### src/rtl/counter_seq_ctrl.sv
// -----------------------------------------------------------------------------
// counter_seq_ctrl
//   Run controller for a modulo-(CNT_MAX+1) cycle counter. It owns the count
//   register and sequences the count through a programmed number of laps.
//   Control is start / pause / stop. Each wrap is flagged, and completion is
//   signalled to the surrounding logic.
//
// Configuration macro:
//   CNT_CTRL_IRQ_EN - adds a sticky completion interrupt (o_irq) with a clear
//                     input (i_irq_clr). Undefined by default.
//
// Ports:
//   clk        in   1      system clock, rising edge
//   reset      in   1      synchronous active-high reset
//   i_start    in   1      start request, honoured in IDLE/DONE
//   i_pause    in   1      level, holds the count while high
//   i_stop     in   1      abort to IDLE, clears counters
//   i_laps     in   LAP_W  laps to run, captured on an accepted start
//   i_irq_clr  in   1      (CNT_CTRL_IRQ_EN only) clears o_irq
//   o_cnt      out  CNT_W  current count
//   o_lap      out  LAP_W  laps completed
//   o_state    out  2      0=IDLE 1=RUN 2=PAUSE 3=DONE
//   o_busy     out  1      high in RUN or PAUSE
//   o_wrap     out  1      one-cycle pulse when the count shows 0 after CNT_MAX
//   o_done     out  1      high while in DONE
//   o_irq      out  1      (CNT_CTRL_IRQ_EN only) sticky, set on entry to DONE
// -----------------------------------------------------------------------------
module counter_seq_ctrl #(
    parameter int CNT_MAX = 99,
    parameter int CNT_W   = 7,
    parameter int LAP_W   = 4
) (
    input  logic             clk,
    input  logic             reset,
    input  logic             i_start,
    input  logic             i_pause,
    input  logic             i_stop,
    input  logic [LAP_W-1:0] i_laps,
`ifdef CNT_CTRL_IRQ_EN
    input  logic             i_irq_clr,
    output logic             o_irq,
`endif
    output logic [CNT_W-1:0] o_cnt,
    output logic [LAP_W-1:0] o_lap,
    output logic [1:0]       o_state,
    output logic             o_busy,
    output logic             o_wrap,
    output logic             o_done
);

    typedef enum logic [1:0] {
        ST_IDLE  = 2'd0,
        ST_RUN   = 2'd1,
        ST_PAUSE = 2'd2,
        ST_DONE  = 2'd3
    } state_t;

    localparam logic [CNT_W-1:0] CNT_TOP  = CNT_W'(CNT_MAX);
    localparam logic [CNT_W-1:0] CNT_ZERO = {CNT_W{1'b0}};
    localparam logic [LAP_W-1:0] LAP_ZERO = {LAP_W{1'b0}};
    localparam logic [LAP_W-1:0] LAP_ONE  = LAP_W'(1);

    state_t             state_q, state_d;
    logic [CNT_W-1:0]   cnt_q, cnt_d;
    logic [LAP_W-1:0]   lap_q, lap_d;
    logic [LAP_W-1:0]   laps_q, laps_d;
    logic               wrap_q, wrap_d;
    logic               busy_q, busy_d;
    logic               done_q, done_d;
    logic [LAP_W-1:0]   lap_inc;
    logic               start_ok;

    assign lap_inc  = lap_q + LAP_ONE;
    assign start_ok = i_start && (i_laps != LAP_ZERO);

    // Next-state and next-value logic for the run sequencer
    always_comb begin
        state_d = state_q;
        cnt_d   = cnt_q;
        lap_d   = lap_q;
        laps_d  = laps_q;
        wrap_d  = 1'b0;
        case (state_q)
            ST_IDLE, ST_DONE: begin
                if (i_stop) begin
                    state_d = ST_IDLE;
                    cnt_d   = CNT_ZERO;
                    lap_d   = LAP_ZERO;
                end else if (start_ok) begin
                    state_d = ST_RUN;
                    cnt_d   = CNT_ZERO;
                    lap_d   = LAP_ZERO;
                    laps_d  = i_laps;
                end else begin
                    state_d = state_q;
                end
            end
            ST_RUN: begin
                if (i_stop) begin
                    state_d = ST_IDLE;
                    cnt_d   = CNT_ZERO;
                    lap_d   = LAP_ZERO;
                end else if (i_pause) begin
                    state_d = ST_PAUSE;
                end else if (cnt_q != CNT_TOP) begin
                    cnt_d = cnt_q + CNT_W'(1);
                end else begin
                    cnt_d  = CNT_ZERO;
                    wrap_d = 1'b1;
                    // Saturate at the programmed lap count so o_lap never wraps.
                    if (lap_q != laps_q) begin
                        lap_d = lap_inc;
                    end else begin
                        lap_d = lap_q;
                    end
                    if (lap_inc == laps_q) begin
                        state_d = ST_DONE;
                    end else begin
                        state_d = ST_RUN;
                    end
                end
            end
            ST_PAUSE: begin
                if (i_stop) begin
                    state_d = ST_IDLE;
                    cnt_d   = CNT_ZERO;
                    lap_d   = LAP_ZERO;
                end else if (!i_pause) begin
                    // Resume only changes state; counting restarts next edge.
                    state_d = ST_RUN;
                end else begin
                    state_d = ST_PAUSE;
                end
            end
            default: begin
                state_d = ST_IDLE;
                cnt_d   = CNT_ZERO;
                lap_d   = LAP_ZERO;
            end
        endcase
        // Status flags are derived from the next state so they stay registered.
        busy_d = (state_d == ST_RUN) || (state_d == ST_PAUSE);
        done_d = (state_d == ST_DONE);
    end

    // State, counters and registered status outputs
    always_ff @(posedge clk) begin
        if (reset) begin
            state_q <= ST_IDLE;
            cnt_q   <= CNT_ZERO;
            lap_q   <= LAP_ZERO;
            laps_q  <= LAP_ZERO;
            wrap_q  <= 1'b0;
            busy_q  <= 1'b0;
            done_q  <= 1'b0;
        end else begin
            state_q <= state_d;
            cnt_q   <= cnt_d;
            lap_q   <= lap_d;
            laps_q  <= laps_d;
            wrap_q  <= wrap_d;
            busy_q  <= busy_d;
            done_q  <= done_d;
        end
    end

`ifdef CNT_CTRL_IRQ_EN
    logic irq_q, irq_d;

    // Sticky interrupt: entry into DONE wins over a simultaneous clear
    always_comb begin
        irq_d = irq_q;
        if ((state_d == ST_DONE) && (state_q != ST_DONE)) begin
            irq_d = 1'b1;
        end else if (i_irq_clr) begin
            irq_d = 1'b0;
        end else begin
            irq_d = irq_q;
        end
    end

    // Interrupt flag register
    always_ff @(posedge clk) begin
        if (reset) begin
            irq_q <= 1'b0;
        end else begin
            irq_q <= irq_d;
        end
    end

    assign o_irq = irq_q;
`endif

    assign o_cnt   = cnt_q;
    assign o_lap   = lap_q;
    assign o_state = state_q;
    assign o_busy  = busy_q;
    assign o_wrap  = wrap_q;
    assign o_done  = done_q;

endmodule
### config.mk
export PLATFORM = sky130hd
export DESIGN_NAME = counter_seq_ctrl
export DESIGN_NICKNAME = d
export VERILOG_FILES = /design/src/rtl/counter_seq_ctrl.sv
export SDC_FILE = /design/constraint.sdc
export NUM_CORES = 1
export LEC_CHECK = 0
export ABC_AREA = 1
export CORE_ASPECT_RATIO = 0.6
export CORE_MARGIN = 2
export CORE_UTILIZATION = 30
export DETAILED_ROUTE_END_ITERATION = 6
export PLACE_DENSITY = 0.6
export SYNTH_ARGS = -nofsm -noshare
export SYNTH_HDL_FRONTEND = slang
export SYNTH_SLANG_ARGS = --single-unit
### constraint.sdc
create_clock -name clk -period 4.55 [get_ports clk]
set_input_delay 0.6825 -clock clk [delete_from_list [all_inputs] [get_ports clk]]
set_output_delay 0.6825 -clock clk [all_outputs]
set_load 0.1 [all_outputs]
==> results.sh, run 1 <==
export IMPL_synth_nets=207
export IMPL_design_area_mm2=0.00157
export IMPL_slowest_stage="clkdlybuf4s50_1"
export IMPL_overflow=0
export IMPL_cts_buffer_depth=2
export IMPL_synth_area_leader_cell="dfxtp_1"
export IMPL_cap_violations=0
export IMPL_firstDrtPassIters=4
export IMPL_switching_share_pct=39.4
export IMPL_status="complete, no violations"
export IMPL_cts_hold_fix_buffers=0
export IMPL_setup_ws_ns=2.00
export IMPL_hold_viol_final=0
export IMPL_place_congestion=0.837
export IMPL_start_util_pct=32.3
export IMPL_hold_path_class="flop to flop"
export IMPL_core_area_mm2=0.00376
export IMPL_final_cells=267
export IMPL_clock_fmax_mhz=392
export IMPL_drive_gt1_share_pct=5.91
export IMPL_yosysTopAreaCellShare_pct=33.0
export IMPL_synth_area_leaders="dfxtp_1 33%, nand2_1 19%, inv_1 9.3%, nor2_1 7.4%, nand3_1 6.6%"
export IMPL_cp_arrival_ns=1.87
export IMPL_drtIter0Drc=76
export IMPL_synth_commonest_cells="63 x nand2_1, 30 x inv_1, 24 x nor2_1, 20 x dfxtp_1, 16 x nand3_1"
export IMPL_drtAntennaViolNets=0
export IMPL_die_w_um=86.2
export IMPL_synthToLayoutAreaGrowth_pct=28.8
export IMPL_antenna_found_initial=0
export IMPL_postCtsSetupRepairBufs=0
export IMPL_cts_resized=0
export IMPL_sequentialPowerShare_pct=38.0
export IMPL_numPlacedInstances=263
export IMPL_p_leak_nw=0.724
export IMPL_path_buf_inv=1
export IMPL_drc=0
export IMPL_htree_levels=1
export IMPL_path_max_fanout=6
export IMPL_crit_chain="clkdlybuf4s50_1"
export IMPL_cts_tree="yes"
export IMPL_ys_seq_area_share_pct=33.0
export IMPL_ys_seq_elements=20
export IMPL_wirelength_mm=3.12
export IMPL_clock_latency_ns=0.26
export IMPL_rsz0062_at_grt="no"
export IMPL_detailedPlace_worstSlack_ns=1.92
export IMPL_grt_start_max_net_pins=12
export IMPL_dp_hpwl_mm=2.45
export IMPL_syn_area_mm2=0.00121
export IMPL_diodes=0
export IMPL_async_flop_share_pct=0
export IMPL_clkTransAtPathRegs_ns=0.08
export IMPL_drt_vias_per_instance=4.59
export IMPL_synth_warnings=0
export IMPL_wl_per_cell_um=11.7
export IMPL_pwr_share_comb_pct=34.8
export IMPL_rows=17
export IMPL_period_share_pct=56.1
export IMPL_fill_cells=412
export IMPL_numPortBuffers=24
export IMPL_setup_violations_final=0
export IMPL_clock_sinks=20
export IMPL_cts_root_buffer="clkbuf_8"
export IMPL_p_int_w=0.000315
export IMPL_tightest_slew_ns=0.973
export IMPL_yosysMostFrequentCell="nand2_1"
export IMPL_synth_cells=193
export IMPL_p_switching_w=0.000205
export IMPL_cts_made_buffers=3
export IMPL_finish_net_count=235
export IMPL_p_clk_share_pct=27.2
export IMPL_powerDensity_mw_per_mm2=332
export IMPL_cp_top_family="buffers and inverters"
export IMPL_num_io_pins=25
export IMPL_yosys_most_used_dff="dfxtp_1"
export IMPL_cp_start_kind="flop"
export IMPL_vdd_drop_max_mv=0.166
export IMPL_die_h_um=53.3
export IMPL_synth_edf_count=0
export IMPL_skew_ns=0.00535
export IMPL_placed_cell_area_mm2=0.00151
export IMPL_relSlewSlack_pct=34.9
export IMPL_slew_violations=0
export IMPL_ys_types=25
export IMPL_grt_usage_pct=14.7
export IMPL_slowest_delay_ns=1.17
export IMPL_vias=1225
export IMPL_tns_ns=0
export IMPL_period_needed_ns=2.55
export IMPL_syn_avg_cell_area_um2=6.29
export IMPL_critPathKind="flop to output pin"
export IMPL_cp_end_kind="output pin"
export IMPL_critPathRequiredTime_ns=3.87
export IMPL_grt_pass1_vias=1033
export IMPL_grt_pass1_wl_mm=5.07
export IMPL_dieArea_mm2=0.00459
[worst paths after layout]
check,startpoint,to,slack [ns],cells after the start
setup / recovery,o_lap[0]$_SDFFE_PP0P_,o_lap[0],2.00,1
hold / removal,laps_q[0]$_SDFFE_PP0P_,laps_q[0]$_SDFFE_PP0P_,0.48,2
setup reg to reg,o_state[0]$_SDFF_PP0_,o_busy$_SDFF_PP0_,2.38,11
hold reg to reg,laps_q[0]$_SDFFE_PP0P_,laps_q[0]$_SDFFE_PP0P_,0.48,2
[placed cells by master (no fill, tap or decap), types with 2 or more instances in the layout]
| master | Yosys | routed |
|---|---|---|
| nand2_1 | 63 | 63 |
| nor2_4 | 2 | 2 |
| inv_1 | 30 | 30 |
| nand3_1 | 16 | 16 |
| ha_1 | 5 | 5 |
| dfxtp_1 | 20 | 20 |
| o21ai_0 | 6 | 6 |
| clkdlybuf4s50_1 | 0 | 24 |
| nor4_1 | 2 | 2 |
| clkbuf_8 | 0 | 4 |
| nor3_1 | 2 | 2 |
| nor2_1 | 24 | 24 |
| a21oi_1 | 9 | 9 |
[per-stage QoR]
step,power (W),hold WS (ns),util [%]
global placement,0.000383,0.468,40.1
finish,0.000520,0.476,41.6
global route,0.000549,0.523,41.6
detailed placement,0.000381,0.468,40.1
CTS,0.000522,0.480,41.6
floorplan,0.000335,0.443,-
[metal layers]
metal,track usage (%),routed length [um]
met1,24.0,1760
met3,4.37,278
met2,16.9,1070
met4,3.97,17
met5,0,0
[power groups by stage]
| stage | Sequential, W | Combinational, W | Clock (W) |
|---|---|---|---|
| after global routing | 0.000200 | 0.000195 | 0.000154 |
| after CTS | 0.000198 | 0.000180 | 0.000144 |
| after detailed placement | 0.000202 | 0.000180 | 0 |
| after floorplan | 0.000259 | 0.0000764 | 0 |
| after global placement | 0.000202 | 0.000181 | 0 |
| final | 0.000197 | 0.000181 | 0.000141 |
[flip-flops by register name, indices dropped and copies added (netlist names)]
name     cells
laps_q       4
o_busy       1
o_cnt        7
o_done       1
o_lap        4
o_state      2
o_wrap       1
[cell type report]
cell class / count / area, um^2 / area share, %
repair buffers: 24 / 240 / 15.3
multi-input cells: 140 / 689 / 44.0
inverters: 32 / 121 / 7.75
well taps: 47 / 58.8 / 3.76
flip-flops and latches: 20 / 400 / 25.6
clock buffers: 4 / 55.1 / 3.52
[cells by family after synthesis]
kind of cell,after synthesis,synth area share [%]
AO/OA/AOI/OAI,21,10.9
adder cells (fa/ha/maj),5,5.15
XOR/XNOR,1,0.721
buffers and inverters,33,10.3
AND/OR/NAND/NOR,113,40.0
flip-flops,20,33.0
No activity file was read; power rests on OpenSTA's default activity.
==> run 2, diff against run 1 <==
PLACE_DENSITY = 0.61   (was 0.6)
clock period = 2.2 ns   (was 4.55 ns; I/O delays follow)
==> results.sh, run 2 (synthesized netlist as in run 1, its figures left out) <==
export IMPL_status="complete, no violations"
export IMPL_critPathRequiredTime_ns=2.36
export IMPL_vias=1208
export IMPL_finish_net_count=237
export IMPL_synthToLayoutAreaGrowth_pct=27.6
export IMPL_cp_arrival_ns=2.00
export IMPL_period_needed_ns=1.84
export IMPL_hp_start="laps_q[0]$_SDFFE_PP0P_"
export IMPL_numPortBuffers=24
export IMPL_skew_ns=0.00308
export IMPL_drtAntennaViolNets=0
export IMPL_power_w=0.00106
export IMPL_slowest_stage="dfxtp_4"
export IMPL_path_max_fanout=4
export IMPL_clkTransAtPathRegs_ns=0.08
export IMPL_tightest_slew_ns=0.388
export IMPL_rsz0062_at_grt="no"
export IMPL_grt_pass1_vias=1063
export IMPL_drt_vias_per_instance=4.49
export IMPL_grt_start_max_net_pins=12
export IMPL_drc=0
export IMPL_final_cell_mix="63 x nand2_1, 30 x inv_1, 24 x nor2_1"
export IMPL_cts_resized=0
export IMPL_die_h_um=53.3
export IMPL_cp_end_kind="flop"
export IMPL_crit_start="o_state[0]$_SDFF_PP0_"
export IMPL_place_congestion=0.811
export IMPL_placed_cell_area_mm2=0.00150
export IMPL_hold_path_class="flop to flop"
export IMPL_overflow=0
export IMPL_rows=17
export IMPL_grt_usage_pct=14.1
export IMPL_slew_violations=0
export IMPL_path_buf_inv=4
export IMPL_diodes=0
export IMPL_cap_violations=0
export IMPL_cp_top_family="simple AND/OR/NAND/NOR gates"
export IMPL_postCtsSetupRepairBufs=0
export IMPL_cts_buffer_depth=2
export IMPL_clock_latency_ns=0.26
export IMPL_cts_root_buffer="clkbuf_8"
export IMPL_clock_sinks=20
export IMPL_core_area_mm2=0.00376
export IMPL_crit_path_frequent_cell="inv_1"
export IMPL_final_common_cell="nand2_1"
export IMPL_start_util_pct=32.3
export IMPL_slowest_delay_ns=0.36
export IMPL_firstDrtPassIters=4
export IMPL_num_io_pins=25
export IMPL_p_leak_nw=0.768
export IMPL_antenna_found_initial=0
export IMPL_setup_violations_final=0
export IMPL_wl_per_cell_um=10.8
export IMPL_period_share_pct=83.6
export IMPL_drtIter0Drc=67
export IMPL_cts_hold_fix_buffers=0
export IMPL_cp_start_kind="flop"
export IMPL_dp_hpwl_mm=2.32
export IMPL_cts_made_buffers=3
export IMPL_critPathKind="flop to flop"
export IMPL_dieArea_mm2=0.00459
export IMPL_crit_chain="inv_1 -> ha_1 -> inv_1 -> nor2_1 -> nand2_1 -> nand2_1 -> inv_1 -> nand2_1 -> ha_1 -> inv_1 -> nor2_1"
export IMPL_wirelength_mm=2.92
export IMPL_clock_fmax_mhz=543
export IMPL_hold_viol_final=0
export IMPL_vdd_drop_max_mv=0.262
export IMPL_cts_tree="yes"
export IMPL_design_area_mm2=0.00155
export IMPL_relSlewSlack_pct=74.1
export IMPL_largest_reg_flops=7
export IMPL_grt_pass1_wl_mm=4.94
export IMPL_die_w_um=86.2
export IMPL_tns_ns=0
export IMPL_regToRegStartpoint="o_state[0]$_SDFF_PP0_"
export IMPL_drive_gt1_share_pct=16.7
export IMPL_htree_levels=1
export IMPL_powerDensity_mw_per_mm2=687
==> run 2: final timing paths <==
| check | end | slack (ns) | depth (start not counted) |
|---|---|---|---|
| min reg2reg | laps_q[0]$_SDFFE_PP0P_ | 0.48 | 2 |
| min | laps_q[0]$_SDFFE_PP0P_ | 0.48 | 2 |
| max reg2reg | o_busy$_SDFF_PP0_ | 0.36 | 11 |
| max | o_busy$_SDFF_PP0_ | 0.36 | 11 |
==> run 2: layer usage <==
layer,up-vias,routed length (um),track usage [%]
met2,22,1090,20.0
met3,0,184,4.84
met1,522,1640,20.8
li1,664,-,-
met4,0,0,1.59
met5,-,0,0
==> run 2: layout make-up <==
| class | count | area [um^2] |
|---|---|---|
| Timing Repair Buffer | 26 | 215 |
| Inverter | 32 | 121 |
| Tap cell | 47 | 58.8 |
| Fill cell | 407 | 2210 |
| Clock buffer | 4 | 55.1 |
| Sequential cell | 20 | 410 |
| Multi-Input combinational cell | 140 | 689 |
==> run 2: report_power, final <==
group | internal, W | total [W] | switching, W
sequential | 0.000388 | 0.000412 | 0.0000238
combinational | 0.000102 | 0.000365 | 0.000263
clock | 0.000159 | 0.000288 | 0.000129
total | 0.000650 | 0.00106 | 0.000415
==> run 2: through the flow <==
step / hold slack [ns] / util (%) / worst slack, ns / cells
finish: 0.480 / 41.2 / 0.360 / 269
global route: 0.519 / 41.2 / 0.167 / 269
CTS: 0.481 / 41.2 / 0.363 / 269
detailed placement: 0.469 / 39.7 / 0.164 / 265
global placement: 0.460 / 39.7 / 0.186 / 265
floorplan: 0.408 / - / 0.0547 / 193
==> run 2: worst reg2reg max path, stage by stage (launching register included) <==
cell and delay [ns]:
dfxtp_4 0.36, inv_1 0.05, ha_1 0.32, inv_1 0.06
nor2_1 0.31, nand2_1 0.14, nand2_1 0.08, inv_1 0.04
nand2_1 0.06, ha_1 0.22, inv_1 0.05, nor2_1 0.03
==> edit, RTL diff (config.mk and constraints of run 1) <==
Register the inputs `i_start`, `i_pause`, `i_stop` and `i_laps` before use, without a reset. The logic sees them one clock later.
--- a/src/rtl/counter_seq_ctrl.sv
+++ b/src/rtl/counter_seq_ctrl.sv
@@ -60,6 +60,18 @@
     localparam logic [LAP_W-1:0] LAP_ZERO = {LAP_W{1'b0}};
     localparam logic [LAP_W-1:0] LAP_ONE  = LAP_W'(1);
 
+    logic i_start_q;
+    logic i_pause_q;
+    logic i_stop_q;
+    logic [LAP_W-1:0] i_laps_q;
+
+    always_ff @(posedge clk) begin
+        i_start_q <= i_start;
+        i_pause_q <= i_pause;
+        i_stop_q  <= i_stop;
+        i_laps_q  <= i_laps;
+    end
+
     state_t             state_q, state_d;
     logic [CNT_W-1:0]   cnt_q, cnt_d;
     logic [LAP_W-1:0]   lap_q, lap_d;
@@ -71,7 +83,7 @@
     logic               start_ok;
 
     assign lap_inc  = lap_q + LAP_ONE;
-    assign start_ok = i_start && (i_laps != LAP_ZERO);
+    assign start_ok = i_start_q && (i_laps_q != LAP_ZERO);
 
     // Next-state and next-value logic for the run sequencer
     always_comb begin
@@ -82,7 +94,7 @@
         wrap_d  = 1'b0;
         case (state_q)
             ST_IDLE, ST_DONE: begin
-                if (i_stop) begin
+                if (i_stop_q) begin
                     state_d = ST_IDLE;
                     cnt_d   = CNT_ZERO;
                     lap_d   = LAP_ZERO;
@@ -90,17 +102,17 @@
                     state_d = ST_RUN;
                     cnt_d   = CNT_ZERO;
                     lap_d   = LAP_ZERO;
-                    laps_d  = i_laps;
+                    laps_d  = i_laps_q;
                 end else begin
                     state_d = state_q;
                 end
             end
             ST_RUN: begin
-                if (i_stop) begin
+                if (i_stop_q) begin
                     state_d = ST_IDLE;
                     cnt_d   = CNT_ZERO;
                     lap_d   = LAP_ZERO;
-                end else if (i_pause) begin
+                end else if (i_pause_q) begin
                     state_d = ST_PAUSE;
                 end else if (cnt_q != CNT_TOP) begin
                     cnt_d = cnt_q + CNT_W'(1);
@@ -121,11 +133,11 @@
                 end
             end
             ST_PAUSE: begin
-                if (i_stop) begin
+                if (i_stop_q) begin
                     state_d = ST_IDLE;
                     cnt_d   = CNT_ZERO;
                     lap_d   = LAP_ZERO;
-                end else if (!i_pause) begin
+                end else if (!i_pause_q) begin
                     // Resume only changes state; counting restarts next edge.
                     state_d = ST_RUN;
                 end else begin
Formal check against the unedited RTL: not equivalent (a bounded check fails within 4 cycles, from zero or initial values and one cycle with reset high).
==> edit against run 1 <==
Area after synthesis grew 9.3%; sequential share of layout area grew 6.6 points; sequential cell count grew 7; register-to-register slack gained 0.08 ns; design area grew 7.2%; worst setup slack lost 0.0064 ns; count of clock-buffer cells in the layout shrank 1; routed wire length shrank 10%; total power grew 15%; largest power group unchanged.
==> edit: results (changes against run 1) <==
----------------------------------------------------
[Power]
  Max IR drop VDD ... 0.1752 mV (was 0.1665 mV)
  Leakage power ... 0.7655 nW (was 0.7243 nW)

[Layout]
  Flip-flop and latch count ... 27 (was 20)
  Fraction of final layout cells sized beyond drive strength 1 ... 5.357% (was 5.909%)
  Multi-input combinational cell area ... 659.4 µm² (was 689.4 µm²)
  Data buffer area share ... 14.32% (was 15.35%)
  Number of multi-input combinational cells ... 138 (was 140)
  Clock-cell share ... 2.759% (was 3.517%)
  Net count reported at finish ... 239 (was 235)
  Layout fillers ... 447 (was 412)
  Seq/total area ... 32.21% (was 25.58%)

[Critical path]
  Largest fanout of any net on the critical path ... 5 (was 6)

[Timing]
  Slew at the pin closest to its max-slew limit ... 0.9719 ns (was 0.9727 ns)
  Clock skew ... 0.003711 ns (was 0.005353 ns)

[Global routing]
  Global-route usage over all layers ... 11.93% (was 14.70%)
  Via count of the first global-routing pass ... 1117 (was 1033)
  Met2 global-route usage ... 16.67% (was 16.93%)
  Met3 track utilization from global routing ... 3.956% (was 4.368%)

[Route]
  Met1 Wirelength ... 1.656 mm (was 1.757 mm)
  Drt first-iter violations ... 51 (was 76)

[Placed design]
  DP Wirelength ... 2.163 mm (was 2.451 mm)
  Minimum setup slack after placement ... 2.313 ns (was 1.925 ns)
  Final weighted congestion in routability-driven placement ... 0.8030 (was 0.8370)
  Cell area after placement ... 1632 µm² (was 1510 µm²)

[Floorplanning]
  Die extent in x ... 89.88 µm (was 86.16 µm)

[Outcome]
  Status ... complete, no violations (unchanged)

[CTS]
  Clk slew on worst S/H paths ... 0.10 ns (was 0.08 ns)

[Synthesis]
  Mean Syn Cell Area ... 6.705 µm² (was 6.295 µm²)
  Commonest cells in the synthesized netlist ... sky130_fd_sc_hd__nand2_1, sky130_fd_sc_hd__inv_1, sky130_fd_sc_hd__nor2_1, sky130_fd_sc_hd__dfxtp_1, sky130_fd_sc_hd__nand3_1 (unchanged)
  Fraction of the mapped netlist area in compound gates ... 8.106% (was 10.92%)
  Cell types occupying the most area after synthesis ... sky130_fd_sc_hd__dfxtp_1, sky130_fd_sc_hd__nand2_1, sky130_fd_sc_hd__inv_1 (unchanged)
  Xor and xnor area share after synthesis ... 0.6598% (was 0.7209%)

----------------------------------------------------
edit: cell types whose count changed after synthesis, moves of 2 or more:
cell,change
sky130_fd_sc_hd__dfxtp_1,+7
sky130_fd_sc_hd__nand2_1,-6
sky130_fd_sc_hd__nor2_1,+6
sky130_fd_sc_hd__a21oi_1,-3
sky130_fd_sc_hd__nand2_2,+2
sky130_fd_sc_hd__nand3_1,-2
sky130_fd_sc_hd__nor3_1,+2
sky130_fd_sc_hd__nor3b_1,+2
sky130_fd_sc_hd__nor4_1,-2
edit: final timing paths:
check                     to  slack, ns  startpoint  cells after the start
hold / removal        o_wrap       0.50   i_pause_q                      1
hold reg to reg       o_wrap       0.50   i_pause_q                      1
setup / recovery  o_state[1]       1.99  o_state[1]                      1
setup reg to reg      o_busy       2.46  o_state[0]                     11
edit: power by group:
group | internal [W] | leakage [nW] | switching, W
Clock | 0.0000615 | 0.0255 | 0.0000788
Sequential | 0.000253 | 0.222 | 0.0000152
Combinational | 0.0000547 | 0.518 | 0.000136
